$ cat config.mk
export PLATFORM = sky130hd
export DESIGN_NAME = bitwise_sweep_gen
export DESIGN_NICKNAME = d
export VERILOG_FILES = /design/src/rtl/bitwise_pkg.sv /design/src/rtl/bitwise_range_ctr.sv /design/src/rtl/bitwise_sweep_gen.sv
export SDC_FILE = /design/constraint.sdc
export NUM_CORES = 1
export LEC_CHECK = 0
export ABC_AREA = 1
export BUFFER_PORTS_ARGS = -buffer_cell sky130_fd_sc_hd__buf_2
export CAP_MARGIN = 20
export CORE_MARGIN = 1.5
export CORE_UTILIZATION = 40
export DETAILED_ROUTE_END_ITERATION = 8
export PLACE_DENSITY = 0.66
export SYNTH_ARGS = -nofsm -noshare
export SYNTH_HDL_FRONTEND = slang
export SYNTH_SLANG_ARGS = --single-unit
$ cat constraint.sdc
create_clock -name clk -period 2.3 [get_ports clk]
set_clock_uncertainty 0.2 [all_clocks]
set_input_delay 0 -clock clk [delete_from_list [all_inputs] [get_ports clk]]
set_output_delay 0 -clock clk [all_outputs]
set_load 0.03 [all_outputs]
$ cat src/rtl/bitwise_pkg.sv
// Shared definitions for the bitwise operand path: default operand width,
// sweep sequencer states and the transfer-count width.
package bitwise_pkg;

    localparam int WIDTH = 4;
    localparam int CNT_W = 2*WIDTH + 1;

    typedef enum logic [1:0] {
        IDLE = 2'd0,
        RUN  = 2'd1,
        DONE = 2'd2
    } state_t;

endpackage

$ cat src/rtl/bitwise_range_ctr.sv
// Inclusive-range counter: latches lo/hi on cfg, reloads to lo or steps by one,
// and flags when the current value equals the latched hi bound.
module bitwise_range_ctr #(
    parameter int WIDTH = 4
) (
    input  logic             clk,
    input  logic             rst,
    input  logic             cfg,
    input  logic             reload,
    input  logic             inc,
    input  logic [WIDTH-1:0] lo,
    input  logic [WIDTH-1:0] hi,
    output logic [WIDTH-1:0] value,
    output logic             at_hi
);

    logic [WIDTH-1:0] lo_q;
    logic [WIDTH-1:0] hi_q;

    always_ff @(posedge clk) begin
        if (rst) begin
            lo_q  <= '0;
            hi_q  <= '0;
            value <= '0;
        end else if (cfg) begin
            lo_q  <= lo;
            hi_q  <= hi;
            value <= lo;
        end else if (reload) begin
            value <= lo_q;
        end else if (inc) begin
            value <= value + 1'b1;
        end
    end

    // End of range is an equality test, so hi = all-ones never relies on wrap.
    assign at_hi = (value == hi_q);

endmodule

$ cat src/rtl/bitwise_sweep_gen.sv
// Operand sweep generator: walks every (a, b) pair over two inclusive ranges,
// a outer and b inner, presenting each pair under a valid/ready handshake.
module bitwise_sweep_gen
    import bitwise_pkg::*;
#(
    parameter int WIDTH = bitwise_pkg::WIDTH
) (
    input  logic                 clk,
    input  logic                 rst,
    input  logic                 start,
    input  logic [WIDTH-1:0]     a_lo,
    input  logic [WIDTH-1:0]     a_hi,
    input  logic [WIDTH-1:0]     b_lo,
    input  logic [WIDTH-1:0]     b_hi,
    output logic [WIDTH-1:0]     a_out,
    output logic [WIDTH-1:0]     b_out,
    output logic                 valid,
    input  logic                 ready,
    output logic                 last,
    output logic                 busy,
    output logic                 done,
    output logic                 err,
    output logic [2*WIDTH:0]     count
);

    localparam int CW = 2*WIDTH + 1;

    // Handshake: a pair transfers on any edge where valid && ready; once valid
    // is raised, a_out/b_out/last/count stay put until that transfer happens.
    state_t state;
    state_t state_nxt;

    logic accept;
    logic ranges_ok;
    logic xfer;
    logic a_at_hi;
    logic b_at_hi;
    logic cfg;
    logic b_reload;
    logic b_inc;
    logic a_inc;

    assign accept    = (state == IDLE) && start;
    assign ranges_ok = (a_lo <= a_hi) && (b_lo <= b_hi);
    assign xfer      = valid && ready;
    assign cfg       = accept && ranges_ok;
    assign b_inc     = xfer && !b_at_hi;
    assign b_reload  = xfer && b_at_hi && !a_at_hi;
    assign a_inc     = b_reload;

    bitwise_range_ctr #(.WIDTH(WIDTH)) u_b_ctr (
        .clk    (clk),
        .rst    (rst),
        .cfg    (cfg),
        .reload (b_reload),
        .inc    (b_inc),
        .lo     (b_lo),
        .hi     (b_hi),
        .value  (b_out),
        .at_hi  (b_at_hi)
    );

    bitwise_range_ctr #(.WIDTH(WIDTH)) u_a_ctr (
        .clk    (clk),
        .rst    (rst),
        .cfg    (cfg),
        .reload (1'b0),
        .inc    (a_inc),
        .lo     (a_lo),
        .hi     (a_hi),
        .value  (a_out),
        .at_hi  (a_at_hi)
    );

    always_ff @(posedge clk) begin
        if (rst) begin
            state <= IDLE;
        end else begin
            state <= state_nxt;
        end
    end

    always_comb begin
        state_nxt = state;
        case (state)
            IDLE: if (start) state_nxt = ranges_ok ? RUN : DONE;
            RUN:  if (xfer && a_at_hi && b_at_hi) state_nxt = DONE;
            DONE: state_nxt = IDLE;
            default: state_nxt = IDLE;
        endcase
    end

    always_comb begin
        valid = (state == RUN);
        busy  = (state != IDLE);
        done  = (state == DONE);
        last  = valid && a_at_hi && b_at_hi;
    end

    always_ff @(posedge clk) begin
        if (rst) begin
            count <= '0;
            err   <= 1'b0;
        end else if (accept) begin
            count <= '0;
            err   <= !ranges_ok;
        end else if (xfer) begin
            count <= count + CW'(1);
        end
    end

endmodule
# Word level (Yosys, flattened, before mapping)
# Cells that the tools add are included.
[op_classes]
addsub = 3
n_lt_le_gt_ge = 2
eq_ne = 6
mux = 9
reduce_logical = 20
[op_table]
columns = ["op", "count"]
rows = [
  ["$mux 4", 5],
  ["$logic_and 1x1->1", 11],
  ["$add 9x1->9 const B", 1],
  ["$add 4x1->4 const B", 2],
  ["$eq 4x4->1", 2],
  ["$le 4x4->1", 2],
  ["$mux 2", 3],
  ["$pmux 2 s2", 1],
  ["$reduce_bool 2->1", 2],
  ["$logic_not 1->1", 3],
  ["$reduce_bool 3->1", 1],
  ["$eq 2x1->1 const B", 1],
  ["$eq 2x2->1 const B", 1],
  ["$logic_not 2->1", 1],
  ["$ne 2x1->1 const B", 1],
  ["$ne 2x2->1 const B", 1],
  ["$reduce_and 2->1", 1],
  ["$reduce_or 2->1", 1],
]
[word_totals]
register_bits = 32
input_bits = 20
output_inout_bits = 22
wordCells = 48

# Depth between registers and ports, before layout
[logic_depth]
word_depth = 6
mapped_depth = 15
depth_no_buf = 14

# Modules after synthesis
# A second synthesis with hierarchy kept.
[unflattened]
cells_unflattened = 294
hier_area_um2 = 2075.7
[by_module_without_submodules]
columns = ["mod", "instances", "cells_per_inst", "area_each_um2", "seq_area_each_um2"]
rows = [
  ["bitwise_range_ctr", 2, 81, 588.1, 240.2],
  ["bitwise_sweep_gen", 1, 132, 899.6, 240.2],
]

# Worst setup path after synthesis
# OpenSTA, ideal clock, no wires.
[synth_path]
path_kind = "register to output"
startpoint = "register u_b_ctr.value[2]"
endpoint = "output last"
t_arrival_ps = 1720
required_ps = 2100
setup_slack_ps = 380
stages_incl_launch_ff = 6
path_buffers = 0
path_cell_list = "dfxtp_1 xnor2_1 nand2_1 nor2_4 inv_1 nor3_1"
[synth_between]
elab_chain_len = 2
[synth_lines]
columns = ["element", "line", "source"]
rows = [
  ["start: declaration", "bitwise_range_ctr.sv:13", "output logic [WIDTH-1:0] value,"],
  ["start signal: assignment", "bitwise_range_ctr.sv:28", "value <= lo;"],
  ["start signal: assignment", "bitwise_range_ctr.sv:30", "value <= lo_q;"],
  ["start signal: assignment", "bitwise_range_ctr.sv:32", "value <= value + 1'b1;"],
  ["$eq 4x4->1", "bitwise_range_ctr.sv:37", "assign at_hi = (value == hi_q);"],
  ["$logic_and 1x1->1", "bitwise_sweep_gen.sv:97", "last = valid && a_at_hi && b_at_hi;"],
  ["end: declaration", "bitwise_sweep_gen.sv:19", "output logic last,"],
]
# No other way between the ends.

# Final worst setup path
[layout_path]
startpoint = "input b_hi[3]"
endpoint = "register u_b_ctr.value[2]"
[layout_between]
elab_chain_len = 4
elab_cells_between_ends = 5
cone_classes = "order compare: 1; mux: 1; reduce/logical: 3"
[layout_lines]
columns = ["element", "line", "source"]
rows = [
  ["start: declaration", "bitwise_sweep_gen.sv:14", "input logic [WIDTH-1:0] b_hi,"],
  ["$le 4x4->1 *", "bitwise_sweep_gen.sv:44", "assign ranges_ok = (a_lo <= a_hi) && (b_lo <= b_hi);"],
  ["$logic_and 1x1->1 *", "bitwise_sweep_gen.sv:44", ""],
  ["$logic_and 1x1->1 *", "bitwise_sweep_gen.sv:46", "assign cfg = accept && ranges_ok;"],
  ["$reduce_bool 3->1 (no line) / $mux 4 (equally long branches)", "-", ""],
]
# Every way passes the cells marked *; elsewhere a longest branch is shown, timed or not.
# A chain may end at the register's enable or synchronous reset.

==> results.txt <==
Worst reg2reg path depth - 11
Core area - 4410 um2
Reg clk slew, reported paths - 60 ps
Unique masters post-synth - 29
Busiest grt layer - met2
Inserted Clock Buffers - 5
NetSw - 0.591 mW
GR Layer Usage met3 - 0.0591
Worst reg-to-reg setup slack - 470 ps
Antenna diodes - 0
TritonCTS clock tree - done
WL final - 4440 um
Routed vias/inst - 4.82
Syn Area/Cell - 6.98 um2
Setup Buffers After CTS - 0
Measured slew at the worst slew-check pin - 367 ps
Final min period - 2020 ps
DR vias - 1843
Clock share of power - 0.276
Final ANT Viol Nets - 0
Total nets after synthesis - 298
Comb power frac - 0.323
Non-Filler Instances - 382
Asr flop ratio synth - 0
Simple-gate share of the synthesized area - 0.303
Rows - 24
Met2 Use GR - 0.267
Register bit total from synthesis - 32
Area Overhead vs Synth - 28.4%
Relative slew slack - 0.755
Pre-CTS setup slack - 381 ps
Reg2Reg Launch Point - u_a_ctr.value[0]
GRT Overall Usage - 0.175
Initial antenna violation count - 0
Worst-path maximum fanout - 14
Cells after DPL - 354
Slew Viols, Final - 0
Yosys top cell by area - dfxtp_1
Worst Hold Slack - 262 ps
Root Driver - clkbuf_8
DRC - 0
Routed len/inst - 11.6 um
Largest net degree at the start of global routing - 29
Global-route wire length before repair - 7050 um
Post-synthesis sequential area ratio - 0.344
Internal power - 1.03 mW
Layout cells sized above 1 - 0.197
Post-synth top area share - 0.344
Synth warn - 0
Setup CP Type - input port to flop
Met1 usage - 0.228
Largest cells by area after synthesis - dfxtp_1 34%, nand2_1 13%, inv_1 9.1%, ha_1 7.4%, a21oi_1 5.9%
Final HPWL DP - 3110 um
Synthesized area - 1860 um2
Initial Util - 0.422
Post-synth EDFFs - 0
Routability-driven placement congestion ratio - 0.803
Min-Delay Path Class - flop to flop
Max-Cap Viols - 0
Unrepaired setup endpoints after global routing - false
Run status - finished, final reports clean
Tcrit/Tclk final - 0.878
First-iteration detailed-routing DRC count - 96
Pwr Density - 677 nW/um2
Die W - 71.3 um
Final setup fails - 0
Crit path launch type - input port
GR Overflow Total - 0
Final net count - 360
Worst skew pair latency - 290 ps
Synth Area in Compound Gates - 0.128
# H-tree levels - 2
Top_reg_cell synth - dfxtp_1
# clock sinks - 32
Leakage - 1.17 nW
Hold Path End - count[8]
Die Area - 5080 um2
Largest family of logic cells by synthesized area - simple AND/OR/NAND/NOR gates
Multiplexer share of the synthesized area - 0
Hold Path Stages - 2
Seq pwr share - 0.401
Die Y - 71.3 um
Setup_tns - 0 ps
Vias in the first global route - 1581
Clock buffer depth - 2
Post-route setup slack - 281 ps
Worst VDD drop - 0.319 mV
Post-Synth XOR/XNOR Area - 0.0329
Req. time, crit path - 2340 ps
Total design power - 1.62 mW
Final hold violation count - 0
I/O pins - 42
First-pass detailed-route iteration total - 4
PortBufs - 41
Startpoint of the worst hold path - count[8]
Crit. End Element - flop
Post-Synth Adder-Cell Area - 0.0738
Sw Ratio - 0.365
FF-to-FF End - u_b_ctr.value[1]
Worst Path Arrival - 2060 ps
Gate Count Post-Synth - 267
Peak Freq - 495 MHz
worst max-delay path by stage:
stage	start	endpoint	slack [ps]	depth (start not counted)
floorplan	u_b_ctr.value[2]	last	380	5
global placement	b_lo[3]	u_b_ctr.value[1]	400	11
detailed placement	b_lo[3]	u_b_ctr.value[2]	380	11
CTS	b_lo[3]	u_b_ctr.value[2]	120	12
global route	b_hi[3]	u_b_ctr.value[3]	100	13
finish	b_hi[3]	u_b_ctr.value[2]	280	13
final cells by class:
type	count	area, um2
fill	422	2020
multi-input combinational	180	1010
sequential	32	641
timing repair buffer	60	395
inverter	50	190
clock buffer	8	90.1
tap	52	65.1
synthesized netlist by cell type, drive strengths merged, types with 4 or more instances:
cell	count
a21oi	22
buf	5
dfxtp	32
ha	11
inv	50
nand2	67
nand3	19
nand4	5
nor2	19
nor3	4
o21ai	15
xor2	4
stage by stage:
stage                     utilization  cell area, um2
after global placement          0.476            2100
after floorplan                     -            1860
final                           0.542            2390
after detailed placement        0.476            2100
after CTS                       0.539            2380
after global routing            0.542            2390
logic make-up after synthesis:
group                    Yosys count
AND/OR/NAND/NOR                  116
buffers and inverters             56
AO/OA/AOI/OAI                     45
flip-flops                        32
adder cells (fa/ha/maj)           11
XOR/XNOR                           7
layout by cell type (no fill, tap or decap), types with 3 or more instances in the layout:
cell type | Yosys | routed
nand2_2 | 3 | 3
ha_1 | 11 | 11
nor3_1 | 4 | 4
nor2_1 | 15 | 15
nand2_1 | 64 | 64
inv_1 | 45 | 45
a21oi_1 | 22 | 22
dfxtp_1 | 32 | 32
inv_2 | 5 | 4
nand3_4 | 3 | 3
nand4_1 | 5 | 5
nand3_1 | 15 | 15
buf_2 | 3 | 41
xor2_1 | 4 | 4
clkbuf_8 | 0 | 6
xnor2_1 | 3 | 3
nor2_4 | 3 | 3
dlygate4sd3_1 | 0 | 19
o21ai_0 | 14 | 14
a31oi_1 | 3 | 3
worst max-delay path: stages:
cell	delay [ps]
dlygate4sd3_1	540
buf_2	120
inv_1	70
ha_1	240
a21oi_1	200
nand2_1	70
nand2_1	160
nand3_4	210
inv_4	180
nand2_1	90
nand3_1	80
nand2_1	50
inv_1	40
sequential cells by signal, summed over array words and instances, names as in the netlist:
name	cells
err	1
u_b_ctr.value	4
u_a_ctr.hi_q	4
u_b_ctr.lo_q	4
u_a_ctr.value	4
state	2
u_b_ctr.hi_q	4
count	9
metal layers:
layer	up-vias	wire length, um
met3	7	281
met1	815	2060
li1	977	-
met4	0	63
met5	-	0
met2	44	2040
timing repair:
item,4_1_cts,5_1_grt
hold endpoints to repair,26,0
endpoints found under the setup margin,0,12
hold buffers,19,0
gates resized for setup,0,1
power by group through the flow:
stage / registers [mW] / logic (mW) / clock network, mW
3_5_place_dp: 0.662 / 0.488 / 0
3_3_place_gp: 0.661 / 0.485 / 0
6_report: 0.650 / 0.523 / 0.447
5_1_grt: 0.658 / 0.583 / 0.484
2_1_floorplan: 0.696 / 0.335 / 0
4_1_cts: 0.650 / 0.516 / 0.457
(Power assumes the default switching activity.)
